--- src/rtl/fetch_pkg.sv ---
// Shared types and defaults for the instruction-fetch stage.
package fetch_pkg;

    localparam int XLEN = 32;

    localparam logic [XLEN-1:0] DEFAULT_RESET_PC = 32'h0000_0000;
    localparam logic [XLEN-1:0] DEFAULT_PC_STEP  = 32'd4;

    typedef enum logic [1:0] {
        ST_FETCH,
        ST_WAIT,
        ST_DISCARD
    } fetch_state_e;

    typedef struct packed {
        logic [XLEN-1:0] instr;
        logic [XLEN-1:0] pc;
    } fetch_entry_t;

    function automatic logic [XLEN-1:0] align_pc(input logic [XLEN-1:0] a);
        return {a[XLEN-1:2], 2'b00};
    endfunction

endpackage

--- src/rtl/fetch_fifo.sv ---
// Instruction buffer between fetch and decode; flush wins over push/pop,
// and the head output holds its last shown value while empty.
module fetch_fifo #(
    parameter int DEPTH = 2,
    parameter int W     = 64
) (
    input  logic                   i_clk,
    input  logic                   i_rst_n,
    input  logic                   i_flush,
    input  logic                   i_push,
    input  logic [W-1:0]           i_wdata,
    input  logic                   i_pop,
    output logic [W-1:0]           o_rdata,
    output logic [$clog2(DEPTH):0] o_count,
    output logic                   o_full,
    output logic                   o_empty
);

    localparam int AW = $clog2(DEPTH);
    localparam int CW = AW + 1;

    logic [W-1:0]  r_mem [DEPTH];
    logic [AW-1:0] r_wr;
    logic [AW-1:0] r_rd;
    logic [CW-1:0] r_count;
    logic [W-1:0]  r_hold;
    logic          w_do_push;
    logic          w_do_pop;

    assign o_count   = r_count;
    assign o_full    = (r_count == CW'(DEPTH));
    assign o_empty   = (r_count == '0);
    assign w_do_push = i_push & ~o_full;
    assign w_do_pop  = i_pop & ~o_empty;
    assign o_rdata   = o_empty ? r_hold : r_mem[r_rd];

    always_ff @(posedge i_clk or negedge i_rst_n) begin
        if (!i_rst_n) begin
            r_wr    <= '0;
            r_rd    <= '0;
            r_count <= '0;
            r_hold  <= '0;
            for (int i = 0; i < DEPTH; i++) r_mem[i] <= '0;
        end else begin
            if (!o_empty) r_hold <= r_mem[r_rd];
            if (i_flush) begin
                r_wr    <= '0;
                r_rd    <= '0;
                r_count <= '0;
            end else begin
                if (w_do_push) begin
                    r_mem[r_wr] <= i_wdata;
                    r_wr        <= r_wr + AW'(1);
                end
                if (w_do_pop) r_rd <= r_rd + AW'(1);
                case ({w_do_push, w_do_pop})
                    2'b10:   r_count <= r_count + CW'(1);
                    2'b01:   r_count <= r_count - CW'(1);
                    default: r_count <= r_count;
                endcase
            end
        end
    end

endmodule

--- src/rtl/fetch_unit.sv ---
// Fetch stage: owns the PC, keeps one memory request in flight and
// buffers returned words for decode. Redirects drop any in-flight response.
module fetch_unit
    import fetch_pkg::*;
#(
    parameter logic [XLEN-1:0] RESET_PC   = DEFAULT_RESET_PC,
    parameter logic [XLEN-1:0] PC_STEP    = DEFAULT_PC_STEP,
    parameter int              FIFO_DEPTH = 2
) (
    input  logic            i_clk,
    input  logic            i_rst_n,
    input  logic            i_br_taken,
    input  logic [XLEN-1:0] i_br_target,
    output logic            o_imem_req,
    output logic [XLEN-1:0] o_imem_addr,
    input  logic            i_imem_gnt,
    input  logic            i_imem_rvalid,
    input  logic [XLEN-1:0] i_imem_rdata,
    output logic            o_instr_valid,
    input  logic            i_instr_ready,
    output logic [XLEN-1:0] o_instr,
    output logic [XLEN-1:0] o_instr_pc
);

    localparam int CW = $clog2(FIFO_DEPTH) + 1;

    fetch_state_e    r_state;
    fetch_state_e    w_state_nxt;
    logic [XLEN-1:0] r_pc;
    logic [XLEN-1:0] w_pc_nxt;
    logic [XLEN-1:0] r_req_pc;
    logic [XLEN-1:0] w_req_pc_nxt;
    logic            w_req;
    logic            w_push;
    logic            w_pop;
    logic            w_full;
    logic            w_empty;
    logic [CW-1:0]   w_count;
    fetch_entry_t    w_head;
    fetch_entry_t    w_wentry;

    assign w_wentry      = '{instr: i_imem_rdata, pc: r_req_pc};
    assign o_instr_valid = ~w_empty;
    assign w_pop         = o_instr_valid & i_instr_ready;
    assign o_instr       = w_head.instr;
    assign o_instr_pc    = w_head.pc;
    assign o_imem_addr   = r_pc;
    // State resets to FETCH asynchronously; keep the request low while held in reset.
    assign o_imem_req    = w_req & i_rst_n;

    always_ff @(posedge i_clk or negedge i_rst_n) begin
        if (!i_rst_n) begin
            r_state  <= ST_FETCH;
            r_pc     <= RESET_PC;
            r_req_pc <= RESET_PC;
        end else begin
            r_state  <= w_state_nxt;
            r_pc     <= w_pc_nxt;
            r_req_pc <= w_req_pc_nxt;
        end
    end

    always_comb begin
        w_state_nxt  = r_state;
        w_pc_nxt     = r_pc;
        w_req_pc_nxt = r_req_pc;
        w_req        = 1'b0;
        w_push       = 1'b0;
        if (i_br_taken) begin
            w_pc_nxt = align_pc(i_br_target);
            case (r_state)
                ST_WAIT, ST_DISCARD: w_state_nxt = i_imem_rvalid ? ST_FETCH : ST_DISCARD;
                default:             w_state_nxt = ST_FETCH;
            endcase
        end else begin
            case (r_state)
                ST_FETCH: begin
                    w_req = (w_count < CW'(FIFO_DEPTH));
                    if (w_req && i_imem_gnt) begin
                        w_req_pc_nxt = r_pc;
                        w_pc_nxt     = r_pc + PC_STEP;
                        w_state_nxt  = ST_WAIT;
                    end
                end
                ST_WAIT: begin
                    if (i_imem_rvalid) begin
                        w_push      = ~w_full;
                        w_state_nxt = ST_FETCH;
                    end
                end
                ST_DISCARD: begin
                    if (i_imem_rvalid) w_state_nxt = ST_FETCH;
                end
                default: w_state_nxt = ST_FETCH;
            endcase
        end
    end

    fetch_fifo #(
        .DEPTH (FIFO_DEPTH),
        .W     ($bits(fetch_entry_t))
    ) u_fifo (
        .i_clk   (i_clk),
        .i_rst_n (i_rst_n),
        .i_flush (i_br_taken),
        .i_push  (w_push),
        .i_wdata (w_wentry),
        .i_pop   (w_pop),
        .o_rdata (w_head),
        .o_count (w_count),
        .o_full  (w_full),
        .o_empty (w_empty)
    );

endmodule

--- config.mk ---
export PLATFORM = sky130hd
export DESIGN_NAME = fetch_unit
export DESIGN_NICKNAME = d
export VERILOG_FILES = /design/src/rtl/fetch_pkg.sv /design/src/rtl/fetch_fifo.sv /design/src/rtl/fetch_unit.sv
export SDC_FILE = /design/constraint.sdc
export NUM_CORES = 1
export LEC_CHECK = 0
export CAP_MARGIN = 40
export CORE_MARGIN = 1
export CORE_UTILIZATION = 49
export DETAILED_ROUTE_END_ITERATION = 8
export PLACE_DENSITY_LB_ADDON = 0.2
export SYNTH_ARGS = -nofsm -noshare
export SYNTH_HDL_FRONTEND = slang
export SYNTH_SLANG_ARGS = --single-unit
--- constraint.sdc ---
create_clock -name i_clk -period 4.5 [get_ports i_clk]
set_input_delay 0.675 -clock i_clk [delete_from_list [all_inputs] [get_ports i_clk]]
set_output_delay 0.675 -clock i_clk [all_outputs]
set_load 0.1 [all_outputs]
==> key figures, run 1 <==
Run status
  – Status: finished, final reports clean

STA
  – Final hold vios: 0
  – Post-layout min period: roughly 3600 ps
  – FMAX: 0.276 GHz
  – Fin Setup TNS: 0 ps
  – Max Slew Vio Count: 0
  – Slew HR: 0.409
  – RSZ-0062 raised after global routing: false
  – WHS: about 480 ps
  – Worst Skew: 5.31 ps
  – Actual slew at the worst max-slew pin: 886 ps
  – Setup violators final: 0
  – Final Cycle Share: 0.806

Synth
  – Mapped Avg Cell Area: 12.6 um2
  – Most frequent cell after synthesis: dfrtp_1
  – Cell taking the most area after synthesis: dfrtp_1
  – Post-Synth Adder-Cell Area: 0.00345
  – Synth cell types: just over 50
  – Leading cell types by count after synthesis: dfrtp_1, mux2_2, nand2_1, o21ai_0, mux2i_1
  – Multiplexer share of the synthesized area: 0.217
  – Sequential area share after synthesis: 0.584
  – Post-synthesis xor/xnor area fraction: 0.00885
  – Post-synth top flop: dfrtp_1
  – Simple-gate portion of the synthesized area: 0.0993
  – Post-synthesis async set-or-reset flop share: 1.00
  – Compound-Gate Fraction of Synth Area: 0.0606
  – Largest family of logic cells by synthesized area: multiplexers
  – Synth top area share: 0.584
  – Post-Syn Area: 0.0109 mm2
  – Top post-synthesis cells by area: dfrtp_1, mux2_2, mux2i_1
  – Synth warn: 0
  – EDFF count, synth: 0
  – Post-synthesis register bit count: 254
  – Cells after Synth: between 800 and 900

Flow run
  – Number of max-cap violations: 0

Setup path
  – Crit path max fanout: 33
  – Worst R2R Path Depth: 6
  – Most used cell, CP: buf_4
  – CP max-delay cell: dfrtp_4
  – CP Launch Type: flip-flop
  – Required time worst endpoint: 3830 ps
  – Crit-path cells: buf_4 > mux2i_1 > o21ai_0 > buf_4
  – Family with the most delay on the worst path: buffers and inverters
  – WP buf/inv: 2
  – Crit path capture type: output port
  – Delay of the slowest critical-path stage: 830 ps
  – Worst Path Arrival: 2950 ps
  – WS Path Type: flip-flop to output port
  – CP Depth: 4

Detailed routing
  – Via/cell ratio: 5.35
  – DRC Markers: 0
  – DR pass1 iterations: 4
  – Routed vias: 7238
  – Final ANT Viol Nets: 0
  – Total Wirelength: 23000 um
  – Iteration-0 DRC Markers: 332
  – WL per Instance: between 15 and 20 um

Layout
  – Nets: 1129
  – Final core utilization: 0.647
  – N_diodes: 0
  – Layout area overhead: 29.7%
  – Layout cell share with drive strength beyond 1: 0.278

Floorplanning
  – Die area: around 0.023 mm2
  – Core area: ~0.022 mm2
  – Starting density of the core: 0.499
  – IO Count: 168
  – Die Width: 151 um
  – Core Rows: 54
  – Die height: 151 um

Pwr
  – Maximum vdd drop: 339 uV
  – LEAKAGE: 6.21 nW
  – Power per cell area: a little under 700 mW/mm2

Global route
  – Vias in the first global route: 7147
  – Grt total ovfl: 0
  – Largest net degree at the start of global routing: 166
  – First-pass GRT wire length: 37400 um
  – GRT Overall Usage: 0.207
  – Initial antenna violation count: 0

Clock network
  – Setup bufs post-CTS: 0
  – Skew-Pair Late Insertion Delay: 520 ps
  – CTS Buf Count: 27
  – CTS clk-pin slew, worst paths: roughly 60 ps
  – Root buf cell: clkbuf_16
  – Max H-tree Level: 1
  – Deepest clock path buffer count: 3
  – Clock sink total: 254
  – CTS tree: done

Placement
  – Routability cong.: roughly 0.77
  – I/O Buffers: 163
  – Detail Placement HPWL: 14600 um

Worst hold path
  – Hold Path Stages: 1
  – HP Class: flip-flop to flip-flop
[timing repair]
action | CTS | global route
hold endpoints to repair | 3 | 0
resized for setup | 0 | 0
hold buffers | 1 | 0
[flip-flops by register name, summed over array words and instances (netlist names)]
| register | cells |
|---|---|
| u_fifo.r_mem | 124 |
| u_fifo.r_hold | 64 |
| o_imem_addr | 30 |
| r_req_pc | 30 |
| r_state | 2 |
| u_fifo.o_count | 2 |
| u_fifo.r_rd | 1 |
| u_fifo.r_wr | 1 |
[cell usage in the layout (no fill, tap or decap), drive strengths merged, types with 12 or more instances in the layout]
| cell | Yosys | layout |
|---|---|---|
| clkdlybuf4s50 | 0 | 107 |
| o31a | 12 | 12 |
| mux2i | 63 | 63 |
| dfrtp | 254 | 254 |
| mux2 | 154 | 154 |
| nand3 | 20 | 20 |
| o21ai | 82 | 82 |
| clkbuf | 27 | 41 |
| buf | 29 | 108 |
| nand2 | 92 | 92 |
[path summary, 6_finish.rpt]
check | from | endpoint | slack, ps
worst min register to register | u_fifo.r_mem[71] | u_fifo.r_mem[71] | 480
worst max register to register | r_state[1] | o_imem_addr[20] | 2090
worst min-delay path | u_fifo.r_mem[71] | u_fifo.r_mem[71] | 480
max in group asynchronous | i_rst_n | u_fifo.r_mem[121] | 2740
worst max-delay path | u_fifo.r_rd | o_instr_pc[14] | 880
min in group asynchronous | i_rst_n | u_fifo.r_hold[58] | 610
[routing by layer]
metal | global-route usage | share of wire | vias to the layer above
met3 | 0.0349 | 0.056 | 26
met1 | 0.309 | 0.48 | 3569
li1 | - | - | 3467
met4 | 0.0420 | 0.012 | 0
met5 | 0 | 0 | -
met2 | 0.317 | 0.45 | 176
[cell type report]
type	count	area, um2
Fill cell	1715	7700
Sequential cell	254	6360
Multi-Input combinational cell	550	4270
Timing Repair Buffer	216	2290
Clock buffer	41	768
Tap cell	280	350
Clock inverter	5	50.0
Inverter	7	26.3
[worst register-to-register path, stage by stage, from the launching register on]
cell and delay [ps]:
dfrtp_1 370, inv_1 80, ha_1 310, and4b_1 240, nand4_1 510, o31a_2 510, o31a_1 270
[logic make-up after synthesis]
| logic type | Yosys count |
|---|---|
| xor gates and xnor gates | 11 |
| and+or+nand+nor | 203 |
| muxes | 217 |
| buffers and inverters | 63 |
| other | 1 |
| adders and majority gates | 3 |
| AOI/OAI and AO/OA | 114 |
| DFF | 254 |
[stage by stage]
stage	cell area, um2	total power (W)	instances	setup WS, ps
final	14100	0.00958	1353	875
after global routing	14100	0.0101	1353	703
after CTS	14100	0.00968	1353	838
after detailed placement	13300	0.00757	1306	1410
after global placement	12600	0.00723	1263	1230
after floorplan	10900	0.00642	867	457
[where the power goes]
group	leakage [nW]	internal (W)	switching (W)
registers	3.23	0.00303	0.000393
logic	2.57	0.00125	0.00284
clock network	0.403	0.00122	0.000846
total	6.21	0.00550	0.00408
No activity file was read; power rests on OpenSTA's default activity.
==> run 2, diff against run 1 <==
==> constraint.sdc (replaced) <==
create_clock -name i_clk -period 3.49 [get_ports i_clk]
set_input_delay 0.5235 -clock i_clk [delete_from_list [all_inputs] [get_ports i_clk]]
set_output_delay 0.5235 -clock i_clk [all_outputs]
set_load 0.1 [all_outputs]
==> run 2 against run 1 <==
Compared with the run above: critical path type unchanged; die area unchanged; global-route usage up 0.066 points; largest power group unchanged; first-iteration DRC count down 8.7%.
==> key figures, run 2 (synthesis gave the netlist of run 1 again) <==
Run status
  – Status: finished, final reports clean

Floorplanning
  – Die area: 0.0228 mm2 (unchanged)
  – Die Width: 151 um (unchanged)
  – IO Count: 168 (unchanged)
  – Core Rows: 54 (unchanged)
  – Core area: 0.0218 mm2 (unchanged)
  – Starting density of the core: 0.499 (unchanged)
  – Die height: 151 um (unchanged)

Clock network
  – Clock sink total: 254 (unchanged)
  – Setup bufs post-CTS: 0 (unchanged)
  – Deepest clock path buffer count: 3 (unchanged)
  – CTS clk-pin slew, worst paths: 60 ps (about the same)
  – CTS Buf Count: 27 (unchanged)
  – Skew-Pair Late Insertion Delay: 520 ps (about the same)
  – Root buf cell: clkbuf_16
  – CTS tree: done
  – Max H-tree Level: 1 (unchanged)

Layout
  – Layout filler cell count: 1739 (+1.4%)
  – Final core utilization: 0.643 (-0.00361)
  – Max reg flops: 124 (unchanged)
  – Biggest register: u_fifo.r_mem
  – Layout area overhead: 28.9%
  – Nets: 1119 (-0.89%)
  – Commonest non-fill, non-tap cells in the layout: dfrtp_1, mux2_2, clkdlybuf4s50_1
  – Largest regs: u_fifo.r_mem (124), u_fifo.r_hold (64)
  – Layout cell share with drive strength beyond 1: 0.290 (+0.0124)
  – Finished Cell Area: 0.0140 mm2 (-0.56%)
  – N_diodes: 0 (unchanged)
  – Commonest non-fill, non-tap cell in the layout: dfrtp_1

STA
  – Max Slew Vio Count: 0 (unchanged)
  – Fin Setup TNS: 0 ps (unchanged)
  – Slew HR: 0.385 (-0.0239)
  – FMAX: roughly 0.36 GHz
  – Actual slew at the worst max-slew pin: 922 ps (+35.9 ps)
  – RSZ-0062 raised after global routing: false
  – Post-layout min period: 2810 ps
  – Setup violators final: 0 (unchanged)
  – Worst setup margin: 681 ps (-194 ps)
  – Final hold vios: 0 (unchanged)
  – Final Cycle Share: 0.805
  – Worst Skew: 10.6 ps (+5.30 ps)

Detailed routing
  – DR pass1 iterations: 4 (unchanged)
  – Via/cell ratio: 5.39 (+0.71%)
  – Total Wirelength: 22900 um (-0.26%)
  – Final ANT Viol Nets: 0 (unchanged)
  – WL per Instance: 17.0 um (+0.33%)
  – Iteration-0 DRC Markers: 303 (-8.7%)
  – DRC Markers: 0 (unchanged)
  – Routed vias: 7246 (+0.11%)

Setup path
  – Crit path max fanout: 106 (+220%)
  – CP Launch Type: flip-flop
  – Required time worst endpoint: 2970 ps (-860 ps)
  – Family with the most delay on the worst path: buffers and inverters
  – CP max-delay cell: dfrtp_1
  – WS Path Type: flip-flop to output port
  – Crit-path cells: nor2_4 > buf_12 > nand2_1 > o21ai_0 > buf_4
  – R2r startpoint: r_state[0]
  – WP buf/inv: 2 (unchanged)
  – Worst Path Arrival: 2290 ps (-660 ps)
  – CP Launch Point: u_fifo.o_count[1]
  – Delay of the slowest critical-path stage: 540 ps (-290 ps)
  – Crit path capture type: output port

Placement
  – Post-place setup slack: 850 ps (-562 ps)
  – Detail Placement HPWL: 14700 um (+0.63%)
  – Post-DP Area: 0.0131 mm2 (-1.5%)
  – Routability cong.: 0.769 (+0.18%)
  – I/O Buffers: 163 (unchanged)

Pwr
  – Power consumption: 0.0125 W (+30%)
  – LEAKAGE: 6.20 nW (-0.12%)
  – Power per cell area: 889 mW/mm2 (+31%)
  – Maximum vdd drop: 415 uV (+22%)

Global route
  – First-pass GRT wire length: 37300 um (-0.26%)
  – Grt total ovfl: 0 (unchanged)
  – Largest net degree at the start of global routing: 165 (-0.60%)
  – Initial antenna violation count: 0 (unchanged)
  – GRT Overall Usage: 0.208 (+0.000659)
  – Vias in the first global route: 7186 (+0.55%)

Worst hold path
  – HP Class: input pin to flip-flop
  – Hold path start: i_br_taken

Flow run
  – Number of max-cap violations: 0 (unchanged)
run 2: cell types whose count changed in the layout (fill, tap and decap cells not counted), moves of 6 or more:
cell	previous run	this run
o21ai_0	82	23
o21ai_1	0	59
buf_4	61	76
clkdlybuf4s50_1	107	93
buf_8	40	27
clkbuf_8	4	10
run 2: worst paths after layout:
| kind | slack, ps | end | cells past startpoint |
|---|---|---|---|
| max in group asynchronous | 1780 | u_fifo.r_mem[21] | 3 |
| min in group asynchronous | 510 | u_fifo.r_hold[58] | 2 |
| worst min-delay path | 400 | u_fifo.o_count[1] | 2 |
| worst max register to register | 1100 | o_imem_addr[20] | 6 |
| worst min register to register | 480 | u_fifo.r_mem[68] | 1 |
| worst max-delay path | 680 | o_instr_pc[27] | 5 |
run 2: cell type report:
class	instances	area, um2	share of cell area
well taps	280	350	0.0250
clock inverters	6	105	0.00749
repair buffers	206	2100	0.149
flip-flops and latches	254	6360	0.453
clock buffers	42	832	0.0593
multi-input cells	550	4270	0.304
inverters	7	26.3	0.00187
run 2: worst register-to-register path, delay by kind of cell, from the launching register on:
family,cells,cell delay (ps)
compound gates,2,780
simple gates,2,720
flops,1,410
fa+ha+maj,1,310
buf+inv,1,70
run 2: metal layers:
metal,track usage,share of wire
met1,0.294,0.47
met2,0.332,0.46
met3,0.0380,0.060
met4,0.0485,0.013
met5,0,0
run 2: report_power, final:
group          internal, W  switching, W
Combinational      0.00146       0.00364
Sequential         0.00391      0.000505
Clock              0.00185       0.00112
Total              0.00721       0.00527
run 2: per-stage QoR:
step	hold WS, ps	std cells
after detailed placement	431	1296
after global placement	432	1268
final	400	1345
after CTS	381	1345
after global routing	409	1345
after floorplan	228	867
run 2: repair_timing:
action / in CTS / in global routing
hold buffers: 1 / 0
gates resized for setup: 0 / 0
endpoints found under the hold margin: 41 / 0
